<file path="src/rtl/multi_phase_signal_controller_pkg.sv">
// Shared types and helpers for the multi-phase signal controller.
package multi_phase_signal_controller_pkg;

    // Controller states. The numeric values are visible on the state output.
    typedef enum logic [2:0] {
        GREEN_BASE = 3'd0,
        GREEN_EXT  = 3'd1,
        YELLOW     = 3'd2,
        ALL_RED    = 3'd3,
        WALK       = 3'd4
    } state_t;

    // Lamp column indices, used when a lamp set is handled as a group.
    localparam int unsigned LAMP_GREEN  = 0;
    localparam int unsigned LAMP_YELLOW = 1;
    localparam int unsigned LAMP_RED    = 2;
    localparam int unsigned LAMP_WALK   = 3;

    // Width of the phase index. A 1-phase build would give $clog2 = 0,
    // so the result is clamped to at least one bit.
    function automatic int unsigned phaseWidth(input int unsigned n);
        return (n <= 2) ? 1 : $clog2(n);
    endfunction

endpackage

</file>
<file path="src/rtl/multi_phase_signal_controller_countdown.sv">
// Tick-driven interval countdown. A load sets the interval length.
// Expiry is signalled on the tick that consumes the last remaining count.
module tick_countdown #(
    parameter int unsigned          CNT_W       = 8,
    parameter logic [CNT_W-1:0]     RESET_VALUE = 1
) (
    input  logic             clk,
    input  logic             reset,
    input  logic             load,
    input  logic [CNT_W-1:0] value,
    input  logic             tick,
    output logic [CNT_W-1:0] remaining,
    output logic             expire
);

    // A load takes priority over a tick. On expiry the owner always reloads,
    // so the counter never steps below 1.
    always_ff @(posedge clk or posedge reset) begin
        if (reset) begin
            remaining <= RESET_VALUE;
        end else if (load) begin
            remaining <= value;
        end else if (tick && (remaining > CNT_W'(1))) begin
            remaining <= remaining - 1'b1;
        end
    end

    // Expiry: a tick arriving while the last count remains.
    always_comb begin
        expire = tick && (remaining == CNT_W'(1));
    end

endmodule

</file>
<file path="src/rtl/multi_phase_signal_controller.sv">
// N-phase intersection controller: phase sequencing, pedestrian walk,
// demand-based skipping, run-time interval reprogramming and lamp decode.
module multi_phase_signal_controller
    import multi_phase_signal_controller_pkg::*;
#(
    parameter  int unsigned NUM_PHASES   = 4,
    parameter  int unsigned CNT_W        = 8,
    parameter  int unsigned BASE_TICKS   = 10,
    parameter  int unsigned EXT_TICKS    = 5,
    parameter  int unsigned YEL_TICKS    = 3,
    parameter  int unsigned ALLRED_TICKS = 1,
    parameter  int unsigned WALK_TICKS   = 6,
    parameter  int unsigned SKIP_IDLE    = 1,
    localparam int unsigned PH_W         = phaseWidth(NUM_PHASES)
) (
    input  logic                  clk,
    input  logic                  reset,
    input  logic                  tick,
    input  logic [NUM_PHASES-1:0] traffic_sensor,
    input  logic [NUM_PHASES-1:0] walk_req,
    input  logic                  cfg_load,
    input  logic [CNT_W-1:0]      cfg_base,
    input  logic [CNT_W-1:0]      cfg_ext,
    input  logic [CNT_W-1:0]      cfg_yel,
    input  logic [CNT_W-1:0]      cfg_allred,
    input  logic [CNT_W-1:0]      cfg_walk,
    output logic [NUM_PHASES-1:0] green,
    output logic [NUM_PHASES-1:0] yellow,
    output logic [NUM_PHASES-1:0] red,
    output logic [NUM_PHASES-1:0] walk,
    output logic [PH_W-1:0]       phase,
    output logic [2:0]            state,
    output logic [CNT_W-1:0]      remaining,
    output logic [NUM_PHASES-1:0] walk_pend
);

    // Zero-length intervals are stored as one tick so every state is visited.
    localparam logic [CNT_W-1:0] BASE_INIT   = CNT_W'((BASE_TICKS   == 0) ? 1 : BASE_TICKS);
    localparam logic [CNT_W-1:0] EXT_INIT    = CNT_W'((EXT_TICKS    == 0) ? 1 : EXT_TICKS);
    localparam logic [CNT_W-1:0] YEL_INIT    = CNT_W'((YEL_TICKS    == 0) ? 1 : YEL_TICKS);
    localparam logic [CNT_W-1:0] ALLRED_INIT = CNT_W'((ALLRED_TICKS == 0) ? 1 : ALLRED_TICKS);
    localparam logic [CNT_W-1:0] WALK_INIT   = CNT_W'((WALK_TICKS   == 0) ? 1 : WALK_TICKS);

    function automatic logic [CNT_W-1:0] atLeastOne(input logic [CNT_W-1:0] v);
        return (v == '0) ? CNT_W'(1) : v;
    endfunction

    state_t                stateQ, stateNext;
    logic [PH_W-1:0]       phaseQ, phaseNext, nextPhase, succPhase;
    logic                  restartQ, restartNext;
    logic [NUM_PHASES-1:0] walkPendQ, walkClear, demand;
    logic [CNT_W-1:0]      cfgBase, cfgExt, cfgYel, cfgAllred, cfgWalk;
    logic                  timerLoad, timerExpire;
    logic [CNT_W-1:0]      timerValue;
    logic                  found;

    tick_countdown #(
        .CNT_W       (CNT_W),
        .RESET_VALUE (BASE_INIT)
    ) u_countdown (
        .clk       (clk),
        .reset     (reset),
        .load      (timerLoad),
        .value     (timerValue),
        .tick      (tick && !cfg_load),
        .remaining (remaining),
        .expire    (timerExpire)
    );

    // Next phase: first phase after the current one (wrapping) with demand,
    // the current phase examined last; plain successor when nothing is waiting.
    always_comb begin
        demand    = traffic_sensor | walkPendQ;
        succPhase = (phaseQ == PH_W'(NUM_PHASES - 1)) ? '0 : phaseQ + 1'b1;
        nextPhase = succPhase;
        found     = 1'b0;
        if (SKIP_IDLE != 0) begin
            for (int unsigned k = 1; k <= NUM_PHASES; k++) begin
                int unsigned idx;
                idx = (32'(phaseQ) + k) % NUM_PHASES;
                if (!found && demand[idx[PH_W-1:0]]) begin
                    found     = 1'b1;
                    nextPhase = idx[PH_W-1:0];
                end
            end
        end
    end

    // Next-state logic; cfg_load overrides any same-cycle expiry.
    always_comb begin
        stateNext   = stateQ;
        phaseNext   = phaseQ;
        restartNext = restartQ;
        timerLoad   = 1'b0;
        timerValue  = cfgBase;
        walkClear   = '0;
        if (cfg_load) begin
            stateNext   = ALL_RED;
            restartNext = 1'b1;
            timerLoad   = 1'b1;
            timerValue  = atLeastOne(cfg_allred);
        end else begin
            case (stateQ)
                GREEN_BASE: if (timerExpire) begin
                    timerLoad = 1'b1;
                    if (traffic_sensor[phaseQ]) begin
                        stateNext  = GREEN_EXT;
                        timerValue = cfgExt;
                    end else begin
                        stateNext  = YELLOW;
                        timerValue = cfgYel;
                    end
                end
                GREEN_EXT: if (timerExpire) begin
                    stateNext  = YELLOW;
                    timerLoad  = 1'b1;
                    timerValue = cfgYel;
                end
                YELLOW: if (timerExpire) begin
                    stateNext  = ALL_RED;
                    timerLoad  = 1'b1;
                    timerValue = cfgAllred;
                end
                ALL_RED: if (timerExpire) begin
                    timerLoad = 1'b1;
                    if (restartQ) begin
                        stateNext   = GREEN_BASE;
                        phaseNext   = '0;
                        restartNext = 1'b0;
                        timerValue  = cfgBase;
                    end else if (walkPendQ[phaseQ]) begin
                        stateNext  = WALK;
                        timerValue = cfgWalk;
                    end else begin
                        stateNext  = GREEN_BASE;
                        phaseNext  = nextPhase;
                        timerValue = cfgBase;
                    end
                end
                WALK: if (timerExpire) begin
                    stateNext         = GREEN_BASE;
                    phaseNext         = nextPhase;
                    walkClear[phaseQ] = 1'b1;
                    timerLoad         = 1'b1;
                    timerValue        = cfgBase;
                end
                default: begin
                    stateNext  = ALL_RED;
                    phaseNext  = '0;
                    timerLoad  = 1'b1;
                    timerValue = cfgAllred;
                end
            endcase
        end
    end

    // State, phase, restart flag and pending walks; a new request beats a clear.
    always_ff @(posedge clk or posedge reset) begin
        if (reset) begin
            stateQ    <= GREEN_BASE;
            phaseQ    <= '0;
            restartQ  <= 1'b0;
            walkPendQ <= '0;
        end else begin
            stateQ    <= stateNext;
            phaseQ    <= phaseNext;
            restartQ  <= restartNext;
            walkPendQ <= (walkPendQ & ~walkClear) | walk_req;
        end
    end

    // Interval configuration registers.
    always_ff @(posedge clk or posedge reset) begin
        if (reset) begin
            cfgBase   <= BASE_INIT;
            cfgExt    <= EXT_INIT;
            cfgYel    <= YEL_INIT;
            cfgAllred <= ALLRED_INIT;
            cfgWalk   <= WALK_INIT;
        end else if (cfg_load) begin
            cfgBase   <= atLeastOne(cfg_base);
            cfgExt    <= atLeastOne(cfg_ext);
            cfgYel    <= atLeastOne(cfg_yel);
            cfgAllred <= atLeastOne(cfg_allred);
            cfgWalk   <= atLeastOne(cfg_walk);
        end
    end

    // Lamp decode from registered state and phase; idle phases stay red.
    always_comb begin
        green  = '0;
        yellow = '0;
        red    = '1;
        walk   = '0;
        case (stateQ)
            GREEN_BASE, GREEN_EXT: begin
                green[phaseQ] = 1'b1;
                red[phaseQ]   = 1'b0;
            end
            YELLOW: begin
                yellow[phaseQ] = 1'b1;
                red[phaseQ]    = 1'b0;
            end
            WALK: walk[phaseQ] = 1'b1;
            default: ;
        endcase
    end

    assign phase     = phaseQ;
    assign state     = stateQ;
    assign walk_pend = walkPendQ;

endmodule
</file>
<file path="config.mk">
export PLATFORM = sky130hd
export DESIGN_NAME = multi_phase_signal_controller
export DESIGN_NICKNAME = d
export VERILOG_FILES = /design/src/rtl/multi_phase_signal_controller_pkg.sv /design/src/rtl/multi_phase_signal_controller_countdown.sv /design/src/rtl/multi_phase_signal_controller.sv
export SDC_FILE = /design/constraint.sdc
export NUM_CORES = 1
export LEC_CHECK = 0
export ABC_AREA = 1
export CAP_MARGIN = 40
export CORE_ASPECT_RATIO = 1.25
export CORE_UTILIZATION = 42
export DETAILED_ROUTE_END_ITERATION = 16
export GPL_TIMING_DRIVEN = 1
export PLACE_DENSITY_LB_ADDON = 0.25
export SYNTH_ARGS = -nofsm -noshare
export SYNTH_HDL_FRONTEND = slang
export SYNTH_SLANG_ARGS = --single-unit
</file>
<file path="constraint.sdc">
create_clock -name clk -period 2.7 [get_ports clk]
set_input_delay 0.675 -clock clk [delete_from_list [all_inputs] [get_ports clk]]
set_output_delay 0.675 -clock clk [all_outputs]
set_load 0.02 [all_outputs]
</file>
==> results_dict.tcl, run 1 <==
set metrics [dict create \
    crit_slowest_cell "clkdlybuf4s50_1" \
    antenna_cells 0 \
    syn_nets 586 \
    clk_pin_slew_ps 60 \
    drt-wirelength-per-cell_um 14.1 \
    syn_to_final_growth_pct 32.4 \
    syn-cell-area_um2 3700 \
    num-fill-cells 775 \
    crit_path_start_kind "flop" \
    crit_path_max_fanout 6 \
    finalSetupTns_ps 0 \
    ys.flop_type "dfrtp_1" \
    slew_headroom 0.630 \
    crit_path_max_incr_delay_ps 620 \
    cp.arrival_ps 1910 \
    power.total_mw 3.09 \
    postCtsSetupBuffers 0 \
    rsz0062_at_grt "false" \
    avgSynthCellArea_um2 7.00 \
    synth_edf_count 0 \
    ant_nets 0 \
    met2_usage 0.412 \
    yosysTopAreaCell "dfrtp_1" \
    rows 37 \
    busiest_layer "met2" \
    postSynth.asyncResetShare 1.00 \
    core_area_um2 8380 \
    worst-setup-path-type "flop to output port" \
    place_ws_ps 291 \
    cp-end-kind "output port" \
    firstDrtPassIters 5 \
    power_leakage_nw 2.42 \
    cts-root-buf "clkbuf_8" \
    dpl.hpwl_um 8170 \
    drtIter0Drc 316 \
    post_drt_via_cell_ratio 5.23 \
    fmax_ghz 0.387 \
    drc 0 \
    fin_crit_ps 2580 \
    track_usage 0.245 \
    pwr-share-comb 0.377 \
    p_per_area_nw_per_um2 631 \
    ys_ff_latch 58 \
    maxCapViolCount 0 \
    synth_area_leaders "dfrtp_1 (32%), nand2_1 (16%), dfstp_2 (7.8%), nand3_1 (6.2%), nor2_1 (5.3%)" \
    setup_viol 0 \
    antenna_found_initial 0 \
    grt_first_pass_wirelength_um 17500 \
    r2r_slack_ps 610 \
    cts_tree "done" \
    dieArea_um2 9190 \
    p_sw_frac 0.376 \
    ys_types 37 \
    final_hold_viol_count 0 \
    fin_skew_ps 11.8 \
    synth_commonest_cells "nand2_1 (159), nor2_1 (52), dfrtp_1 (47)" \
    cp.required_ps 2030 \
    grt_max_degree 62 \
    nets 674 \
    path_common_cell "nor2_1" \
    outcome "finished, final reports clean" \
    ir_drop_mv 0.337 \
    initial_core_util 0.441 \
    grt_pass1_vias 3772 \
    finalWorstSetupSlack_ps 115 \
    cts.sinks 58 \
    ys_warn_count 0 \
    htreeDepth 3 \
    use_met3 0.0316 \
    final_max_slew_viol_count 0 \
    clk_path_buf_depth 2 \
    hold_class "flop to flop" \
    boundaryPins 85 \
    die_x_um 85.9 \
    yosysMostFrequentCell "nand2_1" \
    seq_area_frac_synth 0.396 \
    synthCells 528 \
    yosys.area.top_type_share 0.318 \
    p_clk_frac 0.271 \
    dp_cells 722 \
    gr-total-overflow 0 \
    met1_usage 0.301 \
    cp_cell_sequence "nor2_1 > inv_1 > nor2_1 > clkdlybuf4s50_1" \
    gp_congestion 0.892 \
    p_sw_mw 1.16 \
    drt_wl_total_um 10400 \
    io_buffers 84 \
    power_frac_seq 0.352 \
    drive_above_1_share 0.127 \
    cts_hold_buf 0 \
    p_int_mw 1.93 \
    finalCritPeriodShare 0.957 \
    worstMarginPinSlew_ps 552 \
    numCtsBuffers 9 \
    die_h_um 107 \
    clk_latency_ps 350 \
    vias 3863 \
    finalNonFillerCells 738 \
]
==> state kept, by name, summed over array words and instances, names as in the netlist <==
register	cells
cfgBase	8
walk_pend	4
state	3
cfgWalk	8
cfgAllred	8
cfgYel	8
cfgExt	8
phase	2
u_countdown.remaining	8
restartQ	1
==> metrics by stage <==
stage / area [um^2] / util / hold WS, ps
final: 4900 / 0.585 / 474
after global routing: 4900 / 0.585 / 492
after CTS: 4880 / 0.582 / 477
after detailed placement: 4670 / 0.558 / 465
after global placement: 4670 / 0.558 / 457
after floorplan: 3700 / - / 442
==> worst paths after layout <==
kind / startpoint / endpoint / depth (start not counted)
worst max-delay path: state[1] / green[3] / 4
worst min-delay path: cfgYel[5] / cfgYel[5] / 2
worst max register to register: u_countdown.remaining[1] / u_countdown.remaining[2] / 12
worst min register to register: cfgYel[5] / cfgYel[5] / 2
max in group asynchronous: reset / cfgYel[1] / 3
min in group asynchronous: reset / cfgExt[6] / 3
==> per-layer routing <==
| metal | routed length, um | vias up |
|---|---|---|
| li1 | - | 1902 |
| met1 | 4310 | 1789 |
| met2 | 5220 | 143 |
| met3 | 499 | 29 |
| met4 | 386 | 0 |
| met5 | 0 | - |
==> worst max-delay path, delay by kind of cell, from the launching register on <==
family / cells / cell delay (ps)
buf+inv: 2 / 760
flops: 1 / 450
simple gates: 2 / 370
==> repair_timing <==
action	in CTS	in global routing
gates resized for setup	3	9
pin swaps	0	0
setup endpoints to repair	3	9
cloned	0	0
==> cell families (layout without fill, tap and decap cells) <==
logic type | Yosys count | after routing | synth area share
flip-flops | 58 | 58 | 0.396
AND/OR/NAND/NOR | 300 | 300 | 0.363
XOR/XNOR | 1 | 1 | 0.00237
AO/OA/AOI/OAI | 85 | 85 | 0.133
buffers and inverters | 78 | 171 | 0.0853
adder cells (fa/ha/maj) | 6 | 6 | 0.0203
==> power by group through the flow <==
stage          clock (mW)  combinational, mW  sequential (mW)
2_1_floorplan           0              0.685             1.12
3_3_place_gp            0               1.15             1.10
3_5_place_dp            0               1.16             1.10
4_1_cts             0.846               1.17             1.09
5_1_grt             0.886               1.30             1.10
6_report            0.837               1.17             1.09
==> area by class of cell <==
| cell class | count | area, um^2 | share of cell area |
|---|---|---|---|
| Timing Repair Buffer | 91 | 917 | 0.187 |
| Multi-Input combinational cell | 392 | 1920 | 0.392 |
| Inverter | 64 | 243 | 0.0496 |
| Sequential cell | 58 | 1470 | 0.299 |
| Clock buffer | 14 | 173 | 0.0352 |
| Clock inverter | 2 | 35.0 | 0.00715 |
| Tap cell | 117 | 146 | 0.0299 |
==> cell usage in the layout (no fill, tap or decap), types with 4 or more instances in the layout <==
| cell | n |
|---|---|
| a21oi_1 | 25 |
| ha_1 | 6 |
| dfrtp_1 | 46 |
| clkdlybuf4s50_1 | 72 |
| nor2_4 | 5 |
| inv_1 | 45 |
| a21o_1 | 4 |
| buf_4 | 6 |
| a21oi_2 | 8 |
| nor2_1 | 52 |
| nand4_1 | 16 |
| nand2_2 | 4 |
| dlymetal6s2s_1 | 8 |
| nor4_1 | 5 |
| inv_2 | 17 |
| nand2_1 | 159 |
| o21ai_1 | 8 |
| o21ai_0 | 30 |
| nand3_1 | 46 |
| nand3_2 | 4 |
| dfstp_2 | 11 |
| clkbuf_8 | 12 |
Power figures use the tool's default switching activity.
==> run 2, diff against run 1 <==
- SKIP_LAST_GASP: unset -> 1
==> results of run 2 <==
No change in the layout: final DEF, timing and power equal those of run 1.
==> run 3, diff against run 2 <==
==> constraint.sdc (replaced) <==
create_clock -name clk -period 2.7 [get_ports clk]
set_input_delay 0.54 -clock clk [delete_from_list [all_inputs] [get_ports clk]]
set_output_delay 0.54 -clock clk [all_outputs]
set_load 0.02 [all_outputs]
==> run 3 against run 2 <==
Against the previous run:
- flip-flop and latch count stayed put
- utilization shrank 0.66 points
- clock skew shrank 6.3 ps
- global-route usage down 0.37 points
- sequential power barely moved
- critical endpoint is now walk[3]
==> results_dict.tcl, run 3 (synthesized netlist as in run 1, its figures left out) <==
set metrics [dict create \
    cp.arrival_ps 2040 \
    worst-setup-path-type "flop to output port" \
    syn_to_final_growth_pct 31.0 \
    fmax_ghz 0.387 \
    drtIter0Drc 141 \
    power_frac_seq 0.376 \
    dieArea_um2 9190 \
    gr-total-overflow 0 \
    crit_path_start_kind "flop" \
    hold_class "flop to flop" \
    vias 3796 \
    clk_latency_ps 350 \
    drive_above_1_share 0.126 \
    initial_core_util 0.441 \
    hp-start "cfgExt[2]" \
    post_drt_via_cell_ratio 5.14 \
    dpl.hpwl_um 8100 \
    drt-wirelength-per-cell_um 14.1 \
    p_sw_frac 0.395 \
    setup_viol 0 \
    outcome "finished, final reports clean" \
    maxCapViolCount 0 \
    crit_path_max_incr_delay_ps 630 \
    io_buffers 84 \
    cts-root-buf "clkbuf_8" \
    finalCritPeriodShare 0.956 \
    fin_crit_ps 2580 \
    finalWorstSetupSlack_ps 119 \
    cts_tree "done" \
    p_sw_mw 1.16 \
    nets 674 \
    die_x_um 85.9 \
    cts_hold_buf 0 \
    cp-startpoint "state[0]" \
    ir_drop_mv 0.302 \
    boundaryPins 85 \
    rows 37 \
    final_max_slew_viol_count 0 \
    postCtsSetupBuffers 0 \
    die_h_um 107 \
    dp_cells 722 \
    worstReg2RegStart "u_countdown.remaining[1]" \
    drc 0 \
    p_clk_frac 0.234 \
    clk_path_buf_depth 2 \
    multi_input_area_um2 1920 \
    htreeDepth 3 \
    track_usage 0.241 \
    worstMarginPinSlew_ps 621 \
    antenna_found_initial 0 \
    cts_resized 0 \
    finalNonFillerCells 738 \
    power.total_mw 2.93 \
    cts.sinks 58 \
    seq_area_um2 1470 \
    core_area_um2 8380 \
    power_leakage_nw 2.28 \
    gp_congestion 0.978 \
    grt_max_degree 61 \
    fin_skew_ps 5.52 \
    cp_cell_sequence "inv_2 > nand2_1 > nor2_1 > inv_2 > nor2_1 > clkdlybuf4s50_1" \
    hold_slack_ps 471 \
    place_ws_ps 398 \
    firstDrtPassIters 6 \
    ant_nets 0 \
    crit_path_max_fanout 7 \
    final_cell_mix "nand2_1 (159), clkdlybuf4s50_1 (81), nor2_1 (52), nand3_1 (46), dfrtp_1 (46)" \
    antenna_cells 0 \
    drt_wl_total_um 10400 \
    num-fill-cells 798 \
    p_per_area_nw_per_um2 605 \
    crit_slowest_cell "clkdlybuf4s50_1" \
    cp.required_ps 2160 \
    pwr-share-comb 0.390 \
    slew_headroom 0.586 \
    grt_first_pass_wirelength_um 17000 \
    cp-end-kind "output port" \
    final_hold_viol_count 0 \
    p_int_mw 1.77 \
    final_util 0.578 \
    clk_pin_slew_ps 60 \
    grt_pass1_vias 3576 \
    final_common_cell "nand2_1" \
    numCtsBuffers 9 \
]
[run 3: changes by cell type in the layout (fill, tap and decap cells not counted), sizes merged]
cell           change
clkbuf             -1
dlygate4sd2        -3
clkinv             +2
clkdlybuf4s50      +9
dlymetal6s2s       -6
bufinv             -1
[run 3: area by class of cell]
type                       count  area share
timing repair buffer          91       0.187
clock buffer                  13      0.0307
inverter                      64      0.0501
multi-input combinational    392       0.396
tap                          117      0.0302
clock inverter                 3     0.00310
sequential                    58       0.303
[run 3: final timing paths]
path / end / slack [ps] / depth (start not counted)
min in group asynchronous: cfgWalk[4] / 590 / 2
max: walk[3] / 120 / 6
max in group asynchronous: cfgYel[1] / 1460 / 3
max reg2reg: u_countdown.remaining[7] / 640 / 12
min reg2reg: cfgExt[2] / 470 / 2
min: cfgExt[2] / 470 / 2
[run 3: critical path: cells and delay by family, from the launching register on]
kind / cells / cell delay (ps)
buffers and inverters: 3 / 840
DFF: 1 / 440
and+or+nand+nor: 3 / 410
[run 3: power by group through the flow]
stage / combinational, mW / clock [mW] / sequential, mW
detailed placement: 1.14 / 0 / 1.11
finish: 1.14 / 0.685 / 1.10
floorplan: 0.685 / 0 / 1.12
global route: 1.27 / 0.741 / 1.12
global placement: 1.12 / 0 / 1.11
CTS: 1.14 / 0.700 / 1.10
[run 3: metal layers]
layer / track usage / share of wire / vias to the layer above
li1: - / - / 1900
met1: 0.297 / 0.43 / 1755
met3: 0.0393 / 0.042 / 26
met2: 0.403 / 0.49 / 115
met4: 0.126 / 0.032 / 0
met5: 0 / 0 / -
[run 3: per-stage QoR]
step	TNS (ps)	instance area, um^2
6_report	0	4840
3_3_place_gp	0	4670
2_1_floorplan	0	3700
5_1_grt	-18.9	4840
3_5_place_dp	0	4670
4_1_cts	0	4840
==> patch, RTL diff (config.mk and constraints of run 2) <==
`SKIP_IDLE`: 1 -> 0.
--- a/src/rtl/multi_phase_signal_controller.sv
+++ b/src/rtl/multi_phase_signal_controller.sv
@@ -10,7 +10,7 @@
     parameter  int unsigned YEL_TICKS    = 3,
     parameter  int unsigned ALLRED_TICKS = 1,
     parameter  int unsigned WALK_TICKS   = 6,
-    parameter  int unsigned SKIP_IDLE    = 1,
+    parameter  int unsigned SKIP_IDLE    = 0,
     localparam int unsigned PH_W         = phaseWidth(NUM_PHASES)
 ) (
     input  logic                  clk,
Behaviour: same outputs for any inputs over 4 cycles, from zero or initial values and one cycle with reset high; that may be too few to reach the edited logic, so the function may still have changed.
==> patch against run 2 <==
- worst setup slack improved by 7.5 ps
- hold slack got worse by 4.4 ps
- power fell by 8.5%
- area after synthesis fell by 7.8%
- sequential cell count did not move
- wire length fell by 0.93%
- count of clock-buffer cells in the layout fell by 2
- clock power rose by 15%
- sequential share of layout area rose by 1.7 points
- design area fell by 5.5%
- critical endpoint unchanged
- largest cell class unchanged
- largest power group is now registers
==> patch: results <==
[pwr]
swShare_pct = 33.3
clockPowerShare_pct = 34.0
irDropWorstVdd_mv = 0.356
p_seq_share_pct = 37.9
leakage_nw = 2.28

[grt]
use_met1_pct = 31.0
grt.met3_usage_pct = 4.78
grt_pass1_wl_um = 17000
grt_pass1_vias = 3672
grt_max_degree = 61
met2_usage_pct = 46.0
grt.total_usage_pct = 27.2

[synth]
yosys.area_share.adder_pct = 2.20
yosysUniqueCellTypes = 31
synth_compound_area_share_pct = 12.4
ys_seq_area_share_pct = 43.0
synth_xor_area_share_pct = 0.514
synthCells = 480
syn_nets = 538
synth_commonest_cells = nand2_1 (139), inv_1 (50), dfrtp_1 (47)

[setup_path]
path_max_fanout = 9
worstSetupStartpoint = phase[0]
reg2reg_to = u_countdown.remaining[7]

[final_layout]
drive_above_1_share_pct = 9.58
n_antenna_cell = 0
final_nets = 627

[detailed_routing]
wl_per_cell_um = 15.4
drt-vias-per-instance = 5.39
firstDrtPassIters = 4
routed_wl_um = 10300

[sta]
finalClockSkew_ps = 12.4
worst_pin_slew_ps = 763

[clocking]
root_buffer = clkbuf_8
cts_resized = 4

[placement]
dp.cells = 653
placed_area_sq_um = 4380
gp_congestion = 0.924
dp_slack_ps = 297
hpwl_um = 7860

[outcome]
outcome = complete, no violations
## patch: final cells by class
cell class	count	area [sq um]	area share, %
multi-input combinational	351	1680	36.2
sequential	58	1470	31.6
inverter	58	220	4.76
timing repair buffer	91	913	19.7
clock buffer	12	165	3.57
tap	95	119	2.57
clock inverter	4	72.6	1.57
## patch: tightest hold or removal path, cell delays in order, from the launching register on
cell and delay (ps):
dfstp_2 380, nand2_1 50, nand2_1 40
## patch: worst min path at each step
stage,startpoint,to,slack [ps],cells after the start
after floorplan,cfgExt[1],cfgExt[1],440,2
after global placement,cfgExt[2],cfgExt[2],460,2
after detailed placement,cfgYel[1],cfgYel[1],460,2
after CTS,cfgYel[1],cfgYel[1],470,2
after global routing,cfgYel[1],cfgYel[1],480,2
final,cfgYel[1],cfgYel[1],470,2
## patch: routing by layer
layer,share of wire [%],vias up
met5,0,-
met2,50,174
met1,39,1638
li1,-,1749
met4,4.8,0
met3,6.7,45
